[config.mk]
export PLATFORM = sky130hd
export DESIGN_NAME = ariscv_wbq_flat
export DESIGN_NICKNAME = d
export VERILOG_FILES = /design/src/rtl/ariscv_pkg.sv /design/src/rtl/ariscv_wbq_if.sv /design/src/rtl/ariscv_wbq_fifo.sv /design/src/rtl/ariscv_wbq.sv /design/src/flat_wrapper.sv
export SDC_FILE = /design/constraint.sdc
export NUM_CORES = 1
export LEC_CHECK = 0
export ABC_AREA = 1
export CAP_MARGIN = 20
export CORE_ASPECT_RATIO = 0.75
export CORE_MARGIN = 2
export CORE_UTILIZATION = 31
export DETAILED_ROUTE_END_ITERATION = 16
export GPL_TIMING_DRIVEN = 0
export PLACE_DENSITY = 0.54
export SLEW_MARGIN = 20
export SYNTH_ARGS = -nofsm -noshare
export SYNTH_HDL_FRONTEND = slang
export SYNTH_SLANG_ARGS = --single-unit
[constraint.sdc]
create_clock -name clk -period 6.74 [get_ports clk]
set_input_delay 1.011 -clock clk [delete_from_list [all_inputs] [get_ports clk]]
set_output_delay 1.011 -clock clk [all_outputs]
set_load 0.1 [all_outputs]
[src/rtl/ariscv_pkg.sv]
// rtl/ariscv_pkg.sv - shared register-file constants and writeback-queue entry type
package ariscv_pkg;

    localparam int REGW = 32;
    localparam int MSB  = 4;

    localparam logic [MSB:0] ZERO = '0;

    typedef struct packed {
        logic            live;
        logic [MSB:0]    rd;
        logic [REGW-1:0] wd;
    } wbq_ent_t;

endpackage

[src/rtl/ariscv_wbq_if.sv]
// rtl/ariscv_wbq_if.sv - ALU/LSU result inputs, register-file write port and forward query
interface ariscv_wbq_if #(parameter int DEPTH = 4);
    import ariscv_pkg::*;

    localparam int OW = $clog2(DEPTH) + 1;

    logic            alu_vld;
    logic [MSB:0]    alu_rd;
    logic [REGW-1:0] alu_wd;
    logic            lsu_vld;
    logic            lsu_rdy;
    logic [MSB:0]    lsu_rd;
    logic [REGW-1:0] lsu_wd;
    logic            we3;
    logic [MSB:0]    a3;
    logic [REGW-1:0] wd3;
    logic [OW-1:0]   occ;
    logic [MSB:0]    fq_a;
    logic            fq_hit;
    logic [REGW-1:0] fq_data;

    modport master (
        output alu_vld, alu_rd, alu_wd, lsu_vld, lsu_rd, lsu_wd, fq_a,
        input  lsu_rdy, we3, a3, wd3, occ, fq_hit, fq_data
    );

    modport slave (
        input  alu_vld, alu_rd, alu_wd, lsu_vld, lsu_rd, lsu_wd, fq_a,
        output lsu_rdy, we3, a3, wd3, occ, fq_hit, fq_data
    );

endinterface

[src/rtl/ariscv_wbq_fifo.sv]
// rtl/ariscv_wbq_fifo.sv - LSU result FIFO with kill-by-rd; youngest-match search under ARISCV_WBQ_FWD_EN
module ariscv_wbq_fifo
    import ariscv_pkg::*;
#(
    parameter  int DEPTH = 4,
    localparam int PW    = $clog2(DEPTH),
    localparam int OW    = PW + 1
) (
    input  logic            clk,
    input  logic            arst,
    input  logic            push,
    input  wbq_ent_t        push_ent,
    input  logic            pop,
    input  logic            kill,
    input  logic [MSB:0]    kill_rd,
    output wbq_ent_t        head,
    output logic [OW-1:0]   occ
`ifdef ARISCV_WBQ_FWD_EN
    ,
    input  logic [MSB:0]    fq_a,
    output logic            fq_hit,
    output logic [REGW-1:0] fq_data
`endif
);

    wbq_ent_t      mem_q [DEPTH];
    wbq_ent_t      mem_d [DEPTH];
    logic [PW-1:0] wr_ptr_q, wr_ptr_d;
    logic [PW-1:0] rd_ptr_q, rd_ptr_d;
    logic [OW-1:0] occ_q, occ_d;

    // An entry landing on the same edge as a matching ALU write is older, so it is killed too.
    always_comb begin
        mem_d = mem_q;
        for (int i = 0; i < DEPTH; i++) begin
            if (kill && (mem_q[i].rd == kill_rd)) begin
                mem_d[i].live = 1'b0;
            end
        end
        if (push) begin
            mem_d[wr_ptr_q]      = push_ent;
            mem_d[wr_ptr_q].live = push_ent.live && !(kill && (push_ent.rd == kill_rd));
        end
        wr_ptr_d = push ? wr_ptr_q + 1'b1 : wr_ptr_q;
        rd_ptr_d = pop  ? rd_ptr_q + 1'b1 : rd_ptr_q;
        occ_d    = occ_q + OW'(push) - OW'(pop);
    end

    always_ff @(posedge clk or posedge arst) begin
        if (arst) begin
            for (int i = 0; i < DEPTH; i++) begin
                mem_q[i] <= '0;
            end
            wr_ptr_q <= '0;
            rd_ptr_q <= '0;
            occ_q    <= '0;
        end else begin
            mem_q    <= mem_d;
            wr_ptr_q <= wr_ptr_d;
            rd_ptr_q <= rd_ptr_d;
            occ_q    <= occ_d;
        end
    end

    assign head = mem_q[rd_ptr_q];
    assign occ  = occ_q;

`ifdef ARISCV_WBQ_FWD_EN
    logic [PW-1:0] fq_idx;

    // Walk oldest to youngest so the last match wins.
    always_comb begin
        fq_hit  = 1'b0;
        fq_data = '0;
        fq_idx  = '0;
        for (int k = 0; k < DEPTH; k++) begin
            fq_idx = rd_ptr_q + PW'(k);
            if ((OW'(k) < occ_q) && mem_q[fq_idx].live && (mem_q[fq_idx].rd == fq_a)) begin
                fq_hit  = 1'b1;
                fq_data = mem_q[fq_idx].wd;
            end
        end
    end
`endif

endmodule

[src/rtl/ariscv_wbq.sv]
// rtl/ariscv_wbq.sv - register-file writeback queue: ALU priority over buffered LSU results
// Optional load forwarding enabled by ARISCV_WBQ_FWD_EN.
module ariscv_wbq
    import ariscv_pkg::*;
#(
    parameter int DEPTH = 4
) (
    input  logic        clk,
    input  logic        arst,
    ariscv_wbq_if.slave bus
);

    localparam int OW = $clog2(DEPTH) + 1;

    logic            alu_fire;
    logic            push;
    logic            pop;
    logic            lsu_rdy;
    logic [OW-1:0]   occ;
    wbq_ent_t        head;
    wbq_ent_t        push_ent;
    logic            we3_q, we3_d;
    logic [MSB:0]    a3_q, a3_d;
    logic [REGW-1:0] wd3_q, wd3_d;

    assign lsu_rdy  = occ < OW'(DEPTH);
    assign alu_fire = bus.alu_vld && (bus.alu_rd != ZERO);
    // x0 loads are acknowledged but never stored.
    assign push     = bus.lsu_vld && lsu_rdy && (bus.lsu_rd != ZERO);
    assign pop      = !alu_fire && (occ != '0);
    assign push_ent = {1'b1, bus.lsu_rd, bus.lsu_wd};

`ifdef ARISCV_WBQ_FWD_EN
    logic            fifo_hit;
    logic [REGW-1:0] fifo_data;
`endif

    ariscv_wbq_fifo #(.DEPTH(DEPTH)) u_fifo (
        .clk      (clk),
        .arst     (arst),
        .push     (push),
        .push_ent (push_ent),
        .pop      (pop),
        .kill     (alu_fire),
        .kill_rd  (bus.alu_rd),
        .head     (head),
        .occ      (occ)
`ifdef ARISCV_WBQ_FWD_EN
        ,
        .fq_a     (bus.fq_a),
        .fq_hit   (fifo_hit),
        .fq_data  (fifo_data)
`endif
    );

    always_comb begin
        we3_d = 1'b0;
        a3_d  = a3_q;
        wd3_d = wd3_q;
        if (alu_fire) begin
            we3_d = 1'b1;
            a3_d  = bus.alu_rd;
            wd3_d = bus.alu_wd;
        end else if (pop) begin
            we3_d = head.live;
            a3_d  = head.rd;
            wd3_d = head.wd;
        end
    end

    always_ff @(posedge clk or posedge arst) begin
        if (arst) begin
            we3_q <= 1'b0;
            a3_q  <= '0;
            wd3_q <= '0;
        end else begin
            we3_q <= we3_d;
            a3_q  <= a3_d;
            wd3_q <= wd3_d;
        end
    end

    assign bus.we3     = we3_q;
    assign bus.a3      = a3_q;
    assign bus.wd3     = wd3_q;
    assign bus.occ     = occ;
    assign bus.lsu_rdy = lsu_rdy;

`ifdef ARISCV_WBQ_FWD_EN
    // Live queued loads are younger than the write on the port, so they take precedence.
    assign bus.fq_hit  = (bus.fq_a != ZERO) && (fifo_hit || (we3_q && (a3_q == bus.fq_a)));
    assign bus.fq_data = fifo_hit ? fifo_data : wd3_q;
`else
    logic unused_fq;
    assign unused_fq   = ^bus.fq_a;
    assign bus.fq_hit  = 1'b0;
    assign bus.fq_data = '0;
`endif

endmodule
[src/flat_wrapper.sv]
// flat-port wrapper written by rule: the top's interface ports become plain ports
module ariscv_wbq_flat import ariscv_pkg::*;
#(
    parameter int DEPTH = 4
)
  (clk, arst, bus_alu_vld, bus_alu_rd, bus_alu_wd, bus_lsu_vld, bus_lsu_rd, bus_lsu_wd, bus_fq_a, bus_lsu_rdy, bus_we3, bus_a3, bus_wd3, bus_occ, bus_fq_hit, bus_fq_data);
  ariscv_wbq_if #(.DEPTH(DEPTH)) bus_i ();
  input  logic clk;
  input  logic arst;
  input wire logic [$bits(bus_i.alu_vld)-1:0] bus_alu_vld;
  input wire logic [$bits(bus_i.alu_rd)-1:0] bus_alu_rd;
  input wire logic [$bits(bus_i.alu_wd)-1:0] bus_alu_wd;
  input wire logic [$bits(bus_i.lsu_vld)-1:0] bus_lsu_vld;
  input wire logic [$bits(bus_i.lsu_rd)-1:0] bus_lsu_rd;
  input wire logic [$bits(bus_i.lsu_wd)-1:0] bus_lsu_wd;
  input wire logic [$bits(bus_i.fq_a)-1:0] bus_fq_a;
  output wire logic [$bits(bus_i.lsu_rdy)-1:0] bus_lsu_rdy;
  output wire logic [$bits(bus_i.we3)-1:0] bus_we3;
  output wire logic [$bits(bus_i.a3)-1:0] bus_a3;
  output wire logic [$bits(bus_i.wd3)-1:0] bus_wd3;
  output wire logic [$bits(bus_i.occ)-1:0] bus_occ;
  output wire logic [$bits(bus_i.fq_hit)-1:0] bus_fq_hit;
  output wire logic [$bits(bus_i.fq_data)-1:0] bus_fq_data;
  assign bus_i.alu_vld = bus_alu_vld;
  assign bus_i.alu_rd = bus_alu_rd;
  assign bus_i.alu_wd = bus_alu_wd;
  assign bus_i.lsu_vld = bus_lsu_vld;
  assign bus_i.lsu_rd = bus_lsu_rd;
  assign bus_i.lsu_wd = bus_lsu_wd;
  assign bus_i.fq_a = bus_fq_a;
  assign bus_lsu_rdy = bus_i.lsu_rdy;
  assign bus_we3 = bus_i.we3;
  assign bus_a3 = bus_i.a3;
  assign bus_wd3 = bus_i.wd3;
  assign bus_occ = bus_i.occ;
  assign bus_fq_hit = bus_i.fq_hit;
  assign bus_fq_data = bus_i.fq_data;
  ariscv_wbq #(.DEPTH(DEPTH)) u_core (.clk(clk), .arst(arst), .bus(bus_i));
endmodule
# Word level (Yosys, flattened, before mapping)

Index checks and enable logic that the tools add are counted.

Add/subtract/negate cells: 4
Order comparisons: 4
Equality and inequality tests: 5
Multiplexer cells: 20
Bitwise gates (word level): 2
Reductions and logical operators: 16

Operator list:

| kind                  | number |
|---|---|
| $bwmux W152           | 2 |
| $demux W38 S2         | 2 |
| $mux W152             | 1 |
| $mux W38              | 4 |
| $bmux W38 S2          | 1 |
| $mux W32              | 2 |
| $eq A5 B5 Y1          | 5 |
| $logic_and A1 B1 Y1   | 10 |
| $mux W5               | 2 |
| $reduce_bool A5 Y1    | 2 |
| $ge A3 B3 Y1 const B  | 2 |
| $mux W1               | 6 |
| $not A2 Y3            | 2 |
| $add A2 B1 Y2 const B | 2 |
| $add A3 B1 Y3         | 1 |
| $lt A3 B1 Y1 const B  | 1 |
| $lt A3 B3 Y1 const B  | 1 |
| $reduce_bool A3 Y1    | 1 |
| $sub A3 B1 Y3         | 1 |
| $logic_not A1 Y1      | 2 |
| $reduce_bool A2 Y1    | 1 |

Bits in registers: 197
Output and inout port bits: 75

# Logic depth before layout (Yosys ltp)

Gate-level depths: netlist of the first run.

Word-level depth: 8
Mapped depth: 15

# Hierarchy

A second synthesis of the first run with hierarchy kept.

Cell total of the unflattened synthesis: 1143
Area total of the unflattened synthesis: 9969.6 um2

Modules (own cells, without submodules):

| module          | instances | cells each | area an instance (um2) |
|---|---|---|---|
| ariscv_wbq_fifo | 1         | 880        | 7427.1 |
| ariscv_wbq      | 1         | 263        | 2542.4 |

# Worst setup path before layout of the first run

OpenSTA, ideal clock, no wires.

Path kind: in2reg
Start: input port bus_alu_rd[1]
End: register u_core.u_fifo.occ_q[2] (netlist: u_core.u_fifo.occ[2])
Setup time: 0.160 ns
Arrival time: 2.949 ns
Data required time: 6.580 ns
Path slack: 3.631 ns
Stages on the path: 15
Cells stage by stage: buf_2 > inv_2 > nand3_1 > nand2_2 > nand2_2 > inv_2 > buf_6 > buf_6 > ha_1 > inv_1 > ha_1 > inv_1 > fa_1 > xnor2_1 > xor2_1

Word-level cells in the longest chain between the ends: 5

Ends and longest elaborated chain:

| element                          | RTL line              | source |
|---|---|---|
| from (decl)                      | flat_wrapper.sv:11    | `input wire logic [$bits(bus_i.alu_rd)-1:0] bus_alu_rd;` |
| $reduce_bool A5 Y1               | ariscv_wbq.sv:27      | `assign alu_fire = bus.alu_vld && (bus.alu_rd != ZERO);` |
| $logic_and A1 B1 Y1              | ariscv_wbq.sv:27      |  |
| $logic_not A1 Y1                 | ariscv_wbq.sv:30      | `assign pop = !alu_fire && (occ != '0);` |
| $logic_and A1 B1 Y1              | ariscv_wbq.sv:30      |  |
| named net u_core.pop             | ariscv_wbq.sv:17      | `logic pop;` |
| $sub A3 B1 Y3                    | ariscv_wbq_fifo.sv:46 | `occ_d = occ_q + OW'(push) - OW'(pop);` |
| named net u_core.u_fifo.occ_d[2] | ariscv_wbq_fifo.sv:30 | `logic [OW-1:0] occ_q, occ_d;` |
| to (signal assigned)             | ariscv_wbq_fifo.sv:56 | `occ_q <= '0;` |
| to (signal assigned)             | ariscv_wbq_fifo.sv:61 | `occ_q <= occ_d;` |
| to (decl)                        | ariscv_wbq_fifo.sv:30 |  |

The timed path passes the listed nets, and every way through them passes these cells.
A chain may end at the register's enable or synchronous reset.

# Final worst setup path of the first run

Start: register u_core.u_fifo.occ_q[2] (netlist: u_core.u_fifo.occ[2])
End: output port bus_lsu_rdy

Word-level cells in the longest chain between the ends: 1

Ends and longest elaborated chain:

| element      | RTL line           | source |
|---|---|---|
| $lt A3 B3 Y1 | ariscv_wbq.sv:26   | `assign lsu_rdy = occ < OW'(DEPTH);` |
| to (decl)    | flat_wrapper.sv:17 | `output wire logic [$bits(bus_i.lsu_rdy)-1:0] bus_lsu_rdy;` |

No other way between the ends.

==> results.cfg, run 1 <==
[clock_tree]
cts_sinks = 197
cts_buffers = 17
clock_path_buffers = 2
ctsResizeCount = 0
post_cts_buffers = 0
holdBufCountCts = 0
cts_tree = done
clk_pin_slew_ns = 0.07
cts-root-buf = clkbuf_16
clk_latency_ns = 0.46
h-tree-depth = 4

[setup_path]
required_ns = 5.73
path_max_fanout = 4
crit_arrival_ns = 2.16
rrSetupSlack_ns = 3.95
path_class = flip-flop to output port
reg2reg_depth = 13
regToRegEndpoint = u_core.u_fifo.occ[2]$_DFF_PP0_
start_kind = flip-flop
r2r_start = u_core.u_fifo.occ[2]$_DFF_PP0_
worstSetupEndpointType = output port

[yosys]
synth.top_cell.area_share = 0.5156
synth-edff-count = 0
syn-cell-area_um2 = 9562
synth.distinct_cells = 28
synth_top_cell_by_area = dfrtp_1
yosys_warnings = 0
yosys-top-cells-count = 491 x nand2_1, 197 x dfrtp_1, 119 x o21ai_0
yosysMostFrequentCell = nand2_1
synthCells = 1205
synth_seq_cells = 197
ys.flop_type = dfrtp_1
synth-seq-area-share = 0.5156
synth-async-reset-ratio = 1.000
synthTopCellsByArea = dfrtp_1 52%, nand2_1 19%, o21ai_0 6.2%
postSynthAreaPerCell_um2 = 7.935

[route]
routed_via_density = 4.583
post_drt_wl_per_cell_um = 16.09
top_layer_used = met5
final_antenna_net_count = 0
wl_um = 28690
met3WireLength_um = 1514
num_vias = 8172
drc = 0
dr.pass1.iters = 5
drtIter0Drc = 722
wl_met1_um = 14540
dr_wl_met2_um = 12330

[cells_and_area]
syn2layout_area_growth_pct = 24.99
stdcell_count = 1783
diodes = 0
fin_area_um2 = 11950
nNetsFinal = 1462
drive_above_1_share = 0.09827
utilization = 0.3947

[global_routing]
grt_pass1_vias = 7875
antenna_found_initial = 1
grt.total_usage = 0.1853
grt_pass1_wl_um = 45320
globalRouteOverflowTotal = 0
grt_max_degree = 100

[sta]
hold_viol = 0
fin_crit_sh = 0.4704
setup_violations = 0
worst_pin_slew_ns = 0.9963
rsz0062_at_grt = false
clock_skew_ns = 0.01212
holdWs_ns = 0.4781
max_slew_margin = 0.3337
period_minus_slack_ns = 3.170
report.final.slew_viol_count = 0
max_freq_ghz = 0.3154
final.setup.tns_ns = 0

[floorplan]
initial_core_util = 0.3158
core_area_um2 = 30280
design.die.area_um2 = 32280
io_pins = 158
fp.dieW_um = 206.8
rows = 55
dieHeight_um = 156.1

[job]
drv_cap = 0

[placement]
place.gp.congestion = 0.8318
dp_hpwl_um = 20310
placed_cells = 1752
placed_area_um2 = 11380
port_buffers = 114

[power]
power.density_nw_per_um2 = 517.7
vdd_drop_max_v = 0.0005458
power.leakage_nw = 5.921

[worst_hold_path]
hold_path_depth = 2
min_path_type = flip-flop to flip-flop

[status]
run_status = completed
## kinds of logic (layout without fill, tap and decap cells)
family,count (synthesis),after routing,synth area share
other cells,1,33,0.0003922
xor+xnor,24,24,0.02198
fa+ha+maj,7,7,0.009945
simple gates,589,589,0.2463
buf+inv,178,325,0.09605
flops,197,197,0.5156
compound gates,209,209,0.1098
## cells in the final DEF, fill, tap and decap left out, types with 4 or more instances in the layout
| cell type | netlist | final |
|---|---|---|
| a21oi_1 | 50 | 50 |
| buf_2 | 32 | 32 |
| buf_4 | 40 | 40 |
| buf_6 | 8 | 8 |
| clkbuf_1 | 19 | 19 |
| clkbuf_16 | 0 | 17 |
| clkdlybuf4s50_1 | 0 | 114 |
| clkinv_4 | 0 | 4 |
| conb_1 | 1 | 33 |
| dfrtp_1 | 197 | 197 |
| ha_1 | 6 | 6 |
| inv_1 | 68 | 67 |
| inv_2 | 9 | 9 |
| inv_6 | 0 | 5 |
| nand2_1 | 491 | 491 |
| nand3_1 | 44 | 44 |
| nor2_1 | 41 | 41 |
| o21ai_0 | 119 | 119 |
| o21ai_1 | 37 | 37 |
| xnor2_1 | 7 | 7 |
| xor2_1 | 17 | 17 |
## critical path: stages, from the launching register on
cell,delay [ns]
dfrtp_1,0.45
inv_1,0.12
clkdlybuf4s50_1,1.14
## metal layers
| layer | vias to the layer above | track usage |
|---|---|---|
| met5 | - | 0 |
| met4 | 2 | 0.04053 |
| met3 | 28 | 0.03676 |
| met2 | 194 | 0.2722 |
| met1 | 3910 | 0.2793 |
| li1 | 4038 | - |
## per-stage QoR
stage	power [mW]	worst slack [ns]
final	6.187	3.570
after floorplan	4.315	0.3600
after global placement	5.145	-2.822
after global routing	6.629	3.498
after CTS	6.239	3.543
after detailed placement	5.189	3.139
## where the power goes
group | switching [mW] | internal, mW | total [mW]
sequential | 0.285 | 1.74 | 2.02
clock | 0.510 | 0.520 | 1.03
combinational | 2.26 | 0.876 | 3.13
total | 3.05 | 3.14 | 6.19
## how the worst max path moves through the flow
| stage | startpoint | cells past startpoint | slack, ns | to |
|---|---|---|---|---|
| after floorplan | arst | 1 | 0.36 | async pin |
| after global placement | arst | 2 | -2.82 | u_core.bus.wd3[13]$_DFFE_PP0P_ |
| after detailed placement | bus_alu_vld | 13 | 3.14 | u_core.u_fifo.occ[2]$_DFF_PP0_ |
| after CTS | u_core.u_fifo.occ[2]$_DFF_PP0_ | 2 | 3.54 | bus_lsu_rdy |
| after global routing | bus_alu_vld | 13 | 3.50 | u_core.u_fifo.occ[2]$_DFF_PP0_ |
| final | u_core.u_fifo.occ[2]$_DFF_PP0_ | 2 | 3.57 | bus_lsu_rdy |
## final cells by class
type,instances,area [um2]
inverters,77,296.5
multi-input cells,862,3834
clock inverters,14,141.4
repair buffers,116,1196
well taps,399,499.2
plain buffers,101,629.4
fillers,3135,18330
clock buffers,17,425.4
flip-flops and latches,197,4930
(Power assumes the default switching activity.)
==> run 2: changes to the inputs <==
- clock period: 6.74 -> 2.9 ns (I/O delays scaled with it)
==> run 2 against run 1 <==
  * Register-to-register slack lost 3.8 ns
  * Flip-flop and latch count is the same
  * Worst hold slack worse by 0.20 ns
  * Sequential power grew 130%
  * Die area unchanged
  * Critical path depth rose by 11
  * Non-clock buffer count increased by 5
  * Power is 130% higher
  * First-iteration DRC count decreased by 8.9%
  * Cell count rose by 0.34%
  * Largest cell class unchanged
==> results.cfg, run 2 (same netlist as run 1, synthesis figures left out) <==
[cells_and_area]
diodes = 0
layout_commonest_cell = nand2_1
stdcell_count = 1789
syn2layout_area_growth_pct = 26.24
drive_above_1_share = 0.1014
nFillCells = 3155
nNetsFinal = 1467
utilization = 0.3986
mostFrequentLayoutCells = 491 x nand2_1, 197 x dfrtp_1, 119 x o21ai_0
multi_input_area_um2 = 3840
regArea_um2 = 4930

[setup_path]
path_class = flip-flop to flip-flop
path_max_fanout = 10
worstSetupEndpointType = flip-flop
crit_chain = nor3_4 > inv_2 > nand2_2 > inv_2 > buf_6 > buf_6 > ha_1 > inv_1 > ha_1 > inv_1 > fa_1 > xnor2_1 > xor2_1
crit_arrival_ns = 3.10
crit_path_max_incr_delay_ns = 0.46
critPathSlowestCell = dfrtp_1
start_kind = flip-flop
required_ns = 3.23

[floorplan]
fp.dieW_um = 206.8
dieHeight_um = 156.1
io_pins = 158
design.die.area_um2 = 32280
core_area_um2 = 30280
rows = 55
initial_core_util = 0.3158

[sta]
setup_violations = 0
worst_pin_slew_ns = 1.002
report.final.slew_viol_count = 0
max_slew_margin = 0.3302
period_minus_slack_ns = 2.776
rsz0062_at_grt = false
hold_viol = 0
max_freq_ghz = 0.3602
final.setup.tns_ns = 0
clock_skew_ns = 0.01403
fin_crit_sh = 0.9574

[global_routing]
antenna_found_initial = 1
grt_max_degree = 34
grt_pass1_wl_um = 46020
grt_pass1_vias = 8060
globalRouteOverflowTotal = 0
grt.total_usage = 0.1876

[placement]
placed_cells = 1757
place.gp.congestion = 0.8286
dp_hpwl_um = 20910
port_buffers = 114

[route]
final_antenna_net_count = 0
drtIter0Drc = 658
wl_um = 28950
routed_via_density = 4.636
post_drt_wl_per_cell_um = 16.18
num_vias = 8294
dr.pass1.iters = 5
drc = 0

[clock_tree]
cts_sinks = 197
clk_latency_ns = 0.45
cts-root-buf = clkbuf_16
post_cts_buffers = 0
h-tree-depth = 4
cts_tree = done
cts_buffers = 17
clk_pin_slew_ns = 0.07
clock_path_buffers = 2

[status]
run_status = completed

[power]
vdd_drop_max_v = 0.0009234
power.density_nw_per_um2 = 1199
power.leakage_nw = 5.968

[worst_hold_path]
min_path_type = input port to flip-flop

[job]
drv_cap = 0
[run 2: cell count changes in the layout (fill, tap and decap cells not counted), moves of 2 or more]
cell	before	now
buf_12	0	6
clkinv_4	4	1
clkinvlp_4	0	2
inv_6	5	3
inv_8	3	6
[run 2: routing by layer]
layer / global-route usage / part of all wire
met1: 0.2817 / 0.49
met2: 0.2749 / 0.43
met3: 0.03467 / 0.056
met4: 0.04931 / 0.015
met5: 0 / 0.00055
[run 2: critical path, delay by kind of cell, from the launching register on]
kind	cells	cell delay [ns]
AND/OR/NAND/NOR	2	0.45
XOR/XNOR	2	0.30
adder cells (fa/ha/maj)	3	0.84
flip-flops	1	0.46
buffers and inverters	6	0.61
[run 2: path summary, 6_finish.rpt]
| check | from | end | slack [ns] | cells past startpoint |
|---|---|---|---|---|
| max reg2reg | u_core.u_fifo.occ[2]$_DFF_PP0_ | u_core.u_fifo.occ[2]$_DFF_PP0_ | 0.12 | 13 |
| min reg2reg | flip-flop | flip-flop | 0.48 | 2 |
| max in group asynchronous | arst | async pin | 1.42 | 6 |
| min in group asynchronous | arst | u_core.bus.wd3[1]$_DFFE_PP0P_ | 0.33 | 2 |
| min | bus_alu_rd[0] | u_core.bus.a3[0]$_DFFE_PP0P_ | 0.28 | 3 |
| max | u_core.u_fifo.occ[2]$_DFF_PP0_ | u_core.u_fifo.occ[2]$_DFF_PP0_ | 0.12 | 13 |
[run 2: area by class of cell]
| class | count | area share |
|---|---|---|
| clock inverters | 14 | 0.01337 |
| well taps | 399 | 0.04136 |
| repair buffers | 121 | 0.1068 |
| clock buffers | 18 | 0.03556 |
| flip-flops and latches | 197 | 0.4084 |
| inverters | 77 | 0.02426 |
| plain buffers | 101 | 0.05214 |
| multi-input cells | 862 | 0.3181 |
[run 2: what timing repair did]
action	4_1_cts	5_1_grt
endpoints found under the setup margin	0	1
hold buffers	0	0
resized for setup	0	1
[run 2: through the flow]
stage	power (mW)	hold WS (ns)	area (um2)	setup slack, ns
after floorplan	10.03	0.4436	9686	-0.08137
after global placement	11.95	0.4558	11330	-1.938
after detailed placement	12.07	0.4599	11470	-0.1333
after CTS	14.60	0.2623	12060	0.05174
after global routing	15.49	0.2926	12070	0.03546
final	14.48	0.2779	12070	0.1236
[run 2: power breakdown]
group,total [mW],switching (mW),internal (mW)
clock network,2.46,1.22,1.24
logic,7.31,5.26,2.05
registers,4.71,0.665,4.04
total,14.5,7.14,7.33
==> run 3: changes to the inputs <==
- CORE_MARGIN: 2 -> 8
==> run 3 against run 2 <==
  * Power shrank 0.31%
  * Fmax grew 2.6%
  * Via count shrank 0.16%
  * Combinational power is essentially flat
  * Largest cell class unchanged
  * Highest routed layer is now met4
  * Clock power shrank 4%
  * Cell count is the same
  * Critical path type unchanged
  * Register-to-register slack gained 0.07 ns
==> results.cfg, run 3 (same netlist as run 1, synthesis figures left out) <==
[status]
run_status = completed

[route]
post_drt_wl_per_cell_um = 16.62
wl_um = 29740
dr.pass1.iters = 5
num_vias = 8281
drtIter0Drc = 640
routed_via_density = 4.629
final_antenna_net_count = 0
drc = 0

[clock_tree]
holdBufCountCts = 0
h-tree-depth = 4
cts-root-buf = clkbuf_16
clk_pin_slew_ns = 0.07
clk_latency_ns = 0.45
cts_sinks = 197
clock_path_buffers = 2
cts_tree = done
cts_buffers = 17

[placement]
place_ws_ns = -0.1617
placed_area_um2 = 11470
place.gp.congestion = 0.8310
port_buffers = 114
dp_hpwl_um = 21820

[floorplan]
design.die.area_um2 = 36780
dieHeight_um = 168.1
core_area_um2 = 30280
io_pins = 158
fp.dieW_um = 218.8
rows = 55
initial_core_util = 0.3158

[sta]
max_slew_margin = 0.3076
fin_crit_sh = 0.9330
worst_pin_slew_ns = 1.035
report.final.slew_viol_count = 0
final.setup.tns_ns = 0
hold_viol = 0
rsz0062_at_grt = false
period_minus_slack_ns = 2.706
setup_violations = 0
max_freq_ghz = 0.3696
clock_skew_ns = 0.01674
finalWorstSetupSlack_ns = 0.1943

[global_routing]
grt_pass1_vias = 8081
grt_pass1_wl_um = 47510
grt_max_degree = 32
antenna_found_initial = 0
globalRouteOverflowTotal = 0
grt.total_usage = 0.1652

[setup_path]
crit_arrival_ns = 3.07
rrSetupSlack_ns = 0.19
required_ns = 3.27
path_class = flip-flop to flip-flop
startpoint = u_core.u_fifo.occ[0]$_DFF_PP0_
worstSetupEndpointType = flip-flop
path_max_fanout = 10
r2r_start = u_core.u_fifo.occ[0]$_DFF_PP0_
start_kind = flip-flop

[cells_and_area]
layout_commonest_cell = nand2_1
nFillCells = 3199
utilization = 0.3983
diodes = 0
syn2layout_area_growth_pct = 26.12
nNetsFinal = 1468
drive_above_1_share = 0.1029
fin_area_um2 = 12060
mostFrequentLayoutCells = 491 x nand2_1, 196 x dfrtp_1, 119 x o21ai_0

[power]
vdd_drop_max_v = 0.0007545
power.leakage_nw = 5.966
finalPower_mw = 14.43
power.density_nw_per_um2 = 1197

[worst_hold_path]
min_path_type = input port to async pin

[job]
drv_cap = 0
## run 3: critical path: stages (launching register included)
cell,delay (ns)
dfrtp_1,0.43
nor3_4,0.29
inv_2,0.14
nand2_2,0.11
inv_2,0.04
buf_6,0.14
buf_6,0.17
ha_1,0.29
inv_1,0.06
ha_1,0.14
inv_1,0.05
fa_1,0.40
xnor2_1,0.20
xor2_1,0.16
## run 3: area by class of cell
class                   count  area (um2)  area share
repair buffers            122        1296      0.1075
well taps                 399       499.2     0.04140
clock inverters            13       131.4     0.01089
plain buffers             101       629.4     0.05219
flip-flops and latches    197        4931      0.4089
multi-input cells         862        3840      0.3184
inverters                  77       292.8     0.02428
clock buffers              18       439.2     0.03642
## run 3: through the flow
step / hold slack [ns] / std cells
2_1_floorplan: 0.4436 / 1237
3_3_place_gp: 0.4559 / 1750
3_5_place_dp: 0.4599 / 1757
4_1_cts: 0.2712 / 1788
5_1_grt: 0.2814 / 1789
6_report: 0.2781 / 1789
## run 3: final timing paths
path | to | cells past startpoint
min in group clk | u_core.bus.a3[0]$_DFFE_PP0P_ | 3
worst min register to register | flip-flop | 2
max in group asynchronous | async pin | 7
worst max register to register | u_core.u_fifo.occ[2]$_DFF_PP0_ | 13
worst min-delay path | u_core.bus.wd3[30]$_DFFE_PP0P_ | 2
worst max-delay path | u_core.u_fifo.occ[2]$_DFF_PP0_ | 13
## run 3: routing by layer
metal  track usage  vias up  wire, um
met5             0        -         0
met2        0.2474      232     12880
li1              -     4057         -
met1        0.2433     3978     14810
met4       0.03157        0       240
met3       0.03456       14      1800
## run 3: timing repair
| action | 4_1_cts | 5_1_grt |
|---|---|---|
| buffers inserted | 0 | 1 |
| gates resized for setup | 0 | 2 |
| endpoints found under the setup margin | 0 | 1 |
## run 3: power breakdown
part / internal, mW / leakage (nW) / switching, mW / total (mW)
clock network: 1.17 / 0.283 / 1.21 / 2.37
registers: 4.04 / 2.43 / 0.676 / 4.72
logic: 2.06 / 3.25 / 5.28 / 7.34
total: 7.27 / 5.97 / 7.16 / 14.4
